**config.mk**
```make
export PLATFORM = sky130hd
export DESIGN_NAME = spi_master_cmd_frontend
export DESIGN_NICKNAME = d
export VERILOG_FILES = /design/src/rtl/spi_master_cmd_frontend.sv
export SDC_FILE = /design/constraint.sdc
export NUM_CORES = 1
export LEC_CHECK = 0
export ABC_AREA = 1
export CAP_MARGIN = 20
export CORE_MARGIN = 10
export CORE_UTILIZATION = 42
export DETAILED_ROUTE_END_ITERATION = 8
export PLACE_DENSITY = 0.88
export SYNTH_ARGS = -nofsm -noshare
export SYNTH_HDL_FRONTEND = slang
export SYNTH_SLANG_ARGS = --single-unit
```
**constraint.sdc**
```tcl
create_clock -name clk -period 1.55 [get_ports clk]
set_input_delay 0.155 -clock clk [delete_from_list [all_inputs] [get_ports clk]]
set_output_delay 0.155 -clock clk [all_outputs]
set_load 0.05 [all_outputs]
```
**src/rtl/spi_master_cmd_frontend.sv**
```systemverilog
// Command sequencer in front of the SPI master: sends config only when it changes,
// then the payload, and returns the masked received word on a val/rdy response stream.
module spi_master_cmd_frontend #(
  parameter int nbits    = 34,
  parameter int ncs      = 1,
  parameter int logBitsN = $clog2(nbits) + 1,
  parameter int logCSN   = (ncs > 1) ? $clog2(ncs) : 1
) (
  input  logic                 clk,
  input  logic                 reset,
  input  logic                 cmd_val,
  output logic                 cmd_rdy,
  input  logic [1+logCSN+3+logBitsN+nbits-1:0] cmd_msg,
  output logic                 resp_val,
  input  logic                 resp_rdy,
  output logic [nbits-1:0]     resp_msg,
  output logic                 err,
  output logic                 m_recv_val,
  input  logic                 m_recv_rdy,
  output logic [nbits-1:0]     m_recv_msg,
  input  logic                 m_send_val,
  output logic                 m_send_rdy,
  input  logic [nbits-1:0]     m_send_msg,
  output logic                 m_psize_val,
  input  logic                 m_psize_rdy,
  output logic [logBitsN-1:0]  m_psize_msg,
  output logic                 m_cs_val,
  input  logic                 m_cs_rdy,
  output logic [logCSN-1:0]    m_cs_msg,
  output logic                 m_freq_val,
  input  logic                 m_freq_rdy,
  output logic [2:0]           m_freq_msg
);

  localparam int SIZE_LO = nbits;
  localparam int FREQ_LO = SIZE_LO + logBitsN;
  localparam int CS_LO   = FREQ_LO + 3;
  localparam int RE_BIT  = CS_LO + logCSN;

  typedef enum logic [2:0] {IDLE, CFG, XFER, WAIT, RESP} state_t;

  state_t state, state_next;

  logic [nbits-1:0]    in_data;
  logic [logBitsN-1:0] in_size;
  logic [2:0]          in_freq;
  logic [logCSN-1:0]   in_cs;
  logic                in_resp_en;

  logic [nbits-1:0]    data_r;
  logic [logBitsN-1:0] size_r;
  logic [2:0]          freq_r;
  logic [logCSN-1:0]   cs_r;
  logic                resp_en_r;

  logic [logBitsN-1:0] cache_size;
  logic [2:0]          cache_freq;
  logic [logCSN-1:0]   cache_cs;
  logic                cache_valid;

  logic size_ok, cache_hit, accept, cfg_fire, send_fire;
  logic [nbits-1:0] mask;

  assign in_data    = cmd_msg[SIZE_LO-1:0];
  assign in_size    = cmd_msg[FREQ_LO-1:SIZE_LO];
  assign in_freq    = cmd_msg[CS_LO-1:FREQ_LO];
  assign in_cs      = cmd_msg[RE_BIT-1:CS_LO];
  assign in_resp_en = cmd_msg[RE_BIT];

  assign size_ok   = (in_size != '0) && (in_size <= logBitsN'(nbits));
  assign cache_hit = cache_valid && (in_cs == cache_cs) && (in_freq == cache_freq)
                     && (in_size == cache_size);

  assign m_recv_msg  = data_r;
  assign m_psize_msg = size_r;
  assign m_cs_msg    = cs_r;
  assign m_freq_msg  = freq_r;

  // Keep only the bits the master actually clocked in.
  always_comb begin
    mask = '0;
    for (int i = 0; i < nbits; i++) mask[i] = (logBitsN'(i) < size_r);
  end

  always_comb begin
    state_next  = state;
    cmd_rdy     = 1'b0;
    m_recv_val  = 1'b0;
    m_psize_val = 1'b0;
    m_cs_val    = 1'b0;
    m_freq_val  = 1'b0;
    m_send_rdy  = 1'b0;
    resp_val    = 1'b0;
    accept      = 1'b0;
    cfg_fire    = 1'b0;
    send_fire   = 1'b0;
    case (state)
      IDLE: begin
        cmd_rdy = 1'b1;
        if (cmd_val) begin
          accept = 1'b1;
          if (!size_ok)       state_next = IDLE;
          else if (cache_hit) state_next = XFER;
          else                state_next = CFG;
        end
      end
      CFG: begin
        m_psize_val = 1'b1;
        m_cs_val    = 1'b1;
        m_freq_val  = 1'b1;
        if (m_psize_rdy && m_cs_rdy && m_freq_rdy) begin
          cfg_fire   = 1'b1;
          state_next = XFER;
        end
      end
      XFER: begin
        m_recv_val = 1'b1;
        if (m_recv_rdy) state_next = WAIT;
      end
      WAIT: begin
        m_send_rdy = 1'b1;
        if (m_send_val) begin
          send_fire  = 1'b1;
          state_next = resp_en_r ? RESP : IDLE;
        end
      end
      RESP: begin
        resp_val = 1'b1;
        if (resp_rdy) state_next = IDLE;
      end
      default: state_next = IDLE;
    endcase
  end

  always_ff @(posedge clk) begin
    if (reset) begin
      state       <= IDLE;
      cache_valid <= 1'b0;
      cache_size  <= '0;
      cache_freq  <= '0;
      cache_cs    <= '0;
      data_r      <= '0;
      size_r      <= '0;
      freq_r      <= '0;
      cs_r        <= '0;
      resp_en_r   <= 1'b0;
      resp_msg    <= '0;
      err         <= 1'b0;
    end else begin
      state <= state_next;
      err   <= accept && !size_ok;
      if (accept) begin
        data_r    <= in_data;
        size_r    <= in_size;
        freq_r    <= in_freq;
        cs_r      <= in_cs;
        resp_en_r <= in_resp_en;
      end
      if (cfg_fire) begin
        cache_valid <= 1'b1;
        cache_size  <= size_r;
        cache_freq  <= freq_r;
        cache_cs    <= cs_r;
      end
      if (send_fire) resp_msg <= m_send_msg & mask;
    end
  end

endmodule
```
Word-level counts from Yosys, hierarchy flattened. Index checks and enable logic that the tools add are counted.

Order comparisons: 35. Bitwise logic cells: 1. Eq/ne operators: 12. Mux-type cells: 20. Reductions and logical operators: 11. Shifts and indexed selects: 0. Add/sub/neg operators: 0. Multiply operators: 0. Div/mod/pow operators: 0.

Operators with widths (count): $lt 5x7->1 const A (16); $lt 4x7->1 const A (8); $and 34x34->34 (1); $lt 3x7->1 const A (4); $mux 3 (6); $pmux 3 s5 (1); $lt 1x7->1 const A (2); $lt 2x7->1 const A (2); $lt 6x7->1 const A (2); $mux 1 (11); $ne 2x2->1 const B (5); $eq 7x7->1 (1); $le 7x6->1 const B (1); $logic_and 1x1->1 (7); $reduce_bool 7->1 (1); $eq 3x2->1 const B (2); $reduce_and 5->1 (1); $mux 2 (2); $eq 3x1->1 const B (1); $eq 3x3->1 (1); $eq 3x3->1 const B (1); $logic_not 3->1 (1); $eq 1x1->1 (1); $logic_not 1->1 (1).

Memories kept: 0. Output and inout port bits: 87. Input bits: 89. Bits in latches: 0. Memory bits (writable): 0. Register bits: 96. Memory bits (read-only): 0. Word-level logic and storage cells: 91.

Depth between registers and ports, before layout.
Word-level depth: 8. Gate-level depth with buffers: 10.

Worst setup path after synthesis. No wires, ideal clock.

Path kind: flip-flop to flip-flop. Start point: register state[0]. End point: register state[1]. Library setup time: 0.122 ns. Arrival: 2.203 ns. Stages on the path, launching flop included: 8. Required time: 1.428 ns. Clock period less this slack: 2.325 ns. Setup slack: -0.775 ns. Buffers on the path: 0. Path through: dfxtp_1 > inv_1 > nor3_1 > nand2_1 > nand3_1 > nor2_1 > o21ai_0 > a21oi_1.

Longest elaborated chain between the ends: 3. Elaborated cells on any way between the ends: 12. Those cells by class: eq/ne (9); mux (1); reduce/logical (2).

RTL lines: from (decl) (line 42) `state_t state, state_next;`; from (signal assigned) (line 150) `state <= state_next;`; $eq 3x1->1, or another cell as far along (line 97) `case (state)`; $ne 2x2->1 (no line); $reduce_and 5->1 (no line).

Parallel ways exist; a longest one is shown, timed or not. A chain may end at the register's enable or synchronous reset.

Final worst setup path.
Start point: register state[0]. End point: output m_psize_val.

Longest elaborated chain between the ends: 2.

RTL lines: $eq 3x1->1 (line 97); $mux 1 (line 97); to (decl) (line 24) `output logic m_psize_val,`.

No other way between the ends.

==> results.yml <==
status:
  outcome: "completed"
final_layout:
  layout_commonest_cell: "nor2_1"
  nets: 802
  fin_util_pct: 65.6
  final_layout_size_suffix_gt1_share_pct: 20.5
  syn_to_final_growth_pct: 52.6
  final_cell_mix: "nor2_1 (107), buf_4 (92), dfxtp_1 (89)"
  antennaDiodeCount: 0
grt:
  grt_pass1_vias: 4266
  overflow: 0
  grt_start_max_net_pins: 77
  use_met1_pct: 21.5
  grt_pass1_wl_mm: 21.6
  gr-max-usage-layer: "met2"
  antenna_found_initial: 0
  met2_usage_pct: 34.8
  grt_usage_pct: 19.8
  met3_usage_pct: 5.71
logic_synthesis:
  syn_inst: 537
  synthesis.nets: 626
  ys_types: 28
  ys_seq_elements: 96
  synth_area_um2: 3950
  avgSynthCellArea_um2: 7.36
  ys_warn_count: 0
  yosysSeqAreaShare_pct: 48.6
setup_path:
  reg2reg_depth: 6
  criticalPathCategory: "reg2out"
  cp.required_ps: 1390
  worstPathMaxFanout: 6
  rrSetupSlack_ps: 80
  r2r-end: "resp_msg[17]"
  critPathArrivalTime_ps: 1370
  r2r_start: "state[0]"
  critPathLaunchType: "flip-flop"
  cp-end-kind: "output port"
clock_tree:
  numCtsBuffers: 9
  cts-root-buf: "clkbuf_8"
  ctsHtreeMaxLevel: 3
  clk_latency_ps: 370
  clock-sinks: 96
  cts_tree: "done"
  clockBufferDepth: 2
  clk_pin_slew_ps: 110
routing:
  vias: 4330
  first_pass_iters: 5
  drc: 0
  drtIter0Drc: 284
  viasPerCell: 5.22
  drt-total-wl_mm: 14.2
  wl_per_cell_um: 17.1
  ant_nets: 0
placed_design:
  portBuffers: 175
  gp_congestion: 0.896
  dpl.hpwl_mm: 10.6
  place_ws_ps: -35.4
die:
  fp-row-count: 35
  start_util_pct: 43.0
  coreArea_um2: 9200
  ios: 176
  die_h_um: 117
  die_w_um: 117
  dieArea_um2: 13700
timing:
  relSlewSlack_pct: 78.3
  rsz0062_at_grt: "true"
  report.final.slew_viol_count: 0
  fmax_mhz: 656
  fin_skew_ps: 16.6
  fin_crit_sh_pct: 98.4
  tightest_slew_ps: 321
  setup-violations-final: 0
  setup_ws_ps: 25.0
  min_period_ps: 1530
  hold_viol_final: 0
power_and_ir_drop:
  power_per_cell_area_nw_per_um2: 1590
  vdd_drop_max_v: 0.000944
  leakagePower_nw: 2.65
hold_path:
  hold_path_end: "resp_msg[15]"
  worstHoldPathType: "in2reg"
  hold_path.startpoint: "m_send_msg[15]"
  whs_path_depth: 3
flow_run:
  cap_violations: 0
flip-flops by register name, indices dropped and copies added (netlist names):
name	flops
cache_size	7
m_freq_msg	3
state	3
cache_valid	1
resp_en_r	1
m_psize_msg	7
cache_cs	1
m_cs_msg	1
m_recv_msg	34
err	1
cache_freq	3
resp_msg	34
worst max-delay path by stage:
stage	startpoint	cells after the start	to
global route	state[0]	6	resp_msg[22]
finish	state[0]	4	m_psize_val
CTS	state[1]	9	m_recv_msg[9]
detailed placement	m_psize_rdy	6	cache_size[1]
floorplan	state[0]	9	m_freq_msg[0]
global placement	m_freq_rdy	6	cache_cs
metal layers:
metal  up-vias  part of all wire [%]
met5         -                     0
met4         0                   2.9
met3        36                   8.0
met2       203                    51
met1      1989                    38
li1       2102                     -
stage by stage:
stage / instances / power [mW] / setup TNS [ps] / instance area, µm² / hold slack [ps]
after floorplan: 537 / 6.03 / -0.808 / 4010 / 283
after global placement: 812 / 7.53 / 0 / 5780 / 447
after detailed placement: 812 / 7.63 / -122 / 5780 / 460
after CTS: 828 / 9.50 / 0 / 6010 / 346
after global routing: 829 / 10.0 / -253 / 6030 / 358
final: 829 / 9.56 / 0 / 6030 / 339
cells by family after synthesis:
logic type             after synthesis  share of synthesized area, %
flip-flops                          96                          48.6
XOR/XNOR                             2                         0.443
AO/OA/AOI/OAI                      147                          19.8
AND/OR/NAND/NOR                    223                          23.5
buffers and inverters               69                          7.66
power by group:
| group | internal [mW] | leakage, nW | total [mW] | switching (mW) |
|---|---|---|---|---|
| registers | 2.89 | 0.788 | 3.20 | 0.317 |
| logic | 1.51 | 1.75 | 4.46 | 2.95 |
| clock network | 0.973 | 0.115 | 1.89 | 0.921 |
| total | 5.37 | 2.65 | 9.56 | 4.19 |
what timing repair did:
| action | CTS | global route |
|---|---|---|
| endpoints found under the setup margin | 6 | 65 |
| gates resized for setup | 0 | 7 |
| setup buffers | 0 | 1 |
| pin swaps | 1 | 1 |
| hold buffers | 0 | 0 |
| gates cloned | 0 | 0 |
cells in the mapped netlist (all sizes together):
| library cell | number | area share (%) |
|---|---|---|
| a21oi | 53 | 7.0 |
| a22oi | 1 | 0.19 |
| a32oi | 4 | 0.89 |
| buf | 17 | 2.7 |
| clkbuf | 11 | 1.0 |
| dfxtp | 96 | 49 |
| inv | 41 | 3.9 |
| nand2 | 81 | 7.9 |
| nand3 | 21 | 2.7 |
| nand4 | 1 | 0.16 |
| nor2 | 115 | 12 |
| nor3 | 4 | 0.63 |
| nor4 | 1 | 0.32 |
| o211ai | 3 | 0.57 |
| o21a | 1 | 0.19 |
| o21ai | 83 | 11 |
| o311ai | 1 | 0.22 |
| o31ai | 1 | 0.19 |
| xnor2 | 2 | 0.44 |
worst max-delay path: stages (launching register included):
cell and delay, ps:
dfxtp_2 400, inv_1 140, nor3_4 150, buf_4 190, buf_12 140
final cells by class:
type / instances / area, µm²
Clock buffer: 11 / 141
Fill cell: 764 / 3170
Inverter: 41 / 156
Clock inverter: 5 / 86.3
Sequential cell: 96 / 1930
Tap cell: 111 / 139
Timing Repair Buffer: 193 / 1810
Multi-Input combinational cell: 372 / 1760
No activity file was read; power rests on OpenSTA's default activity.
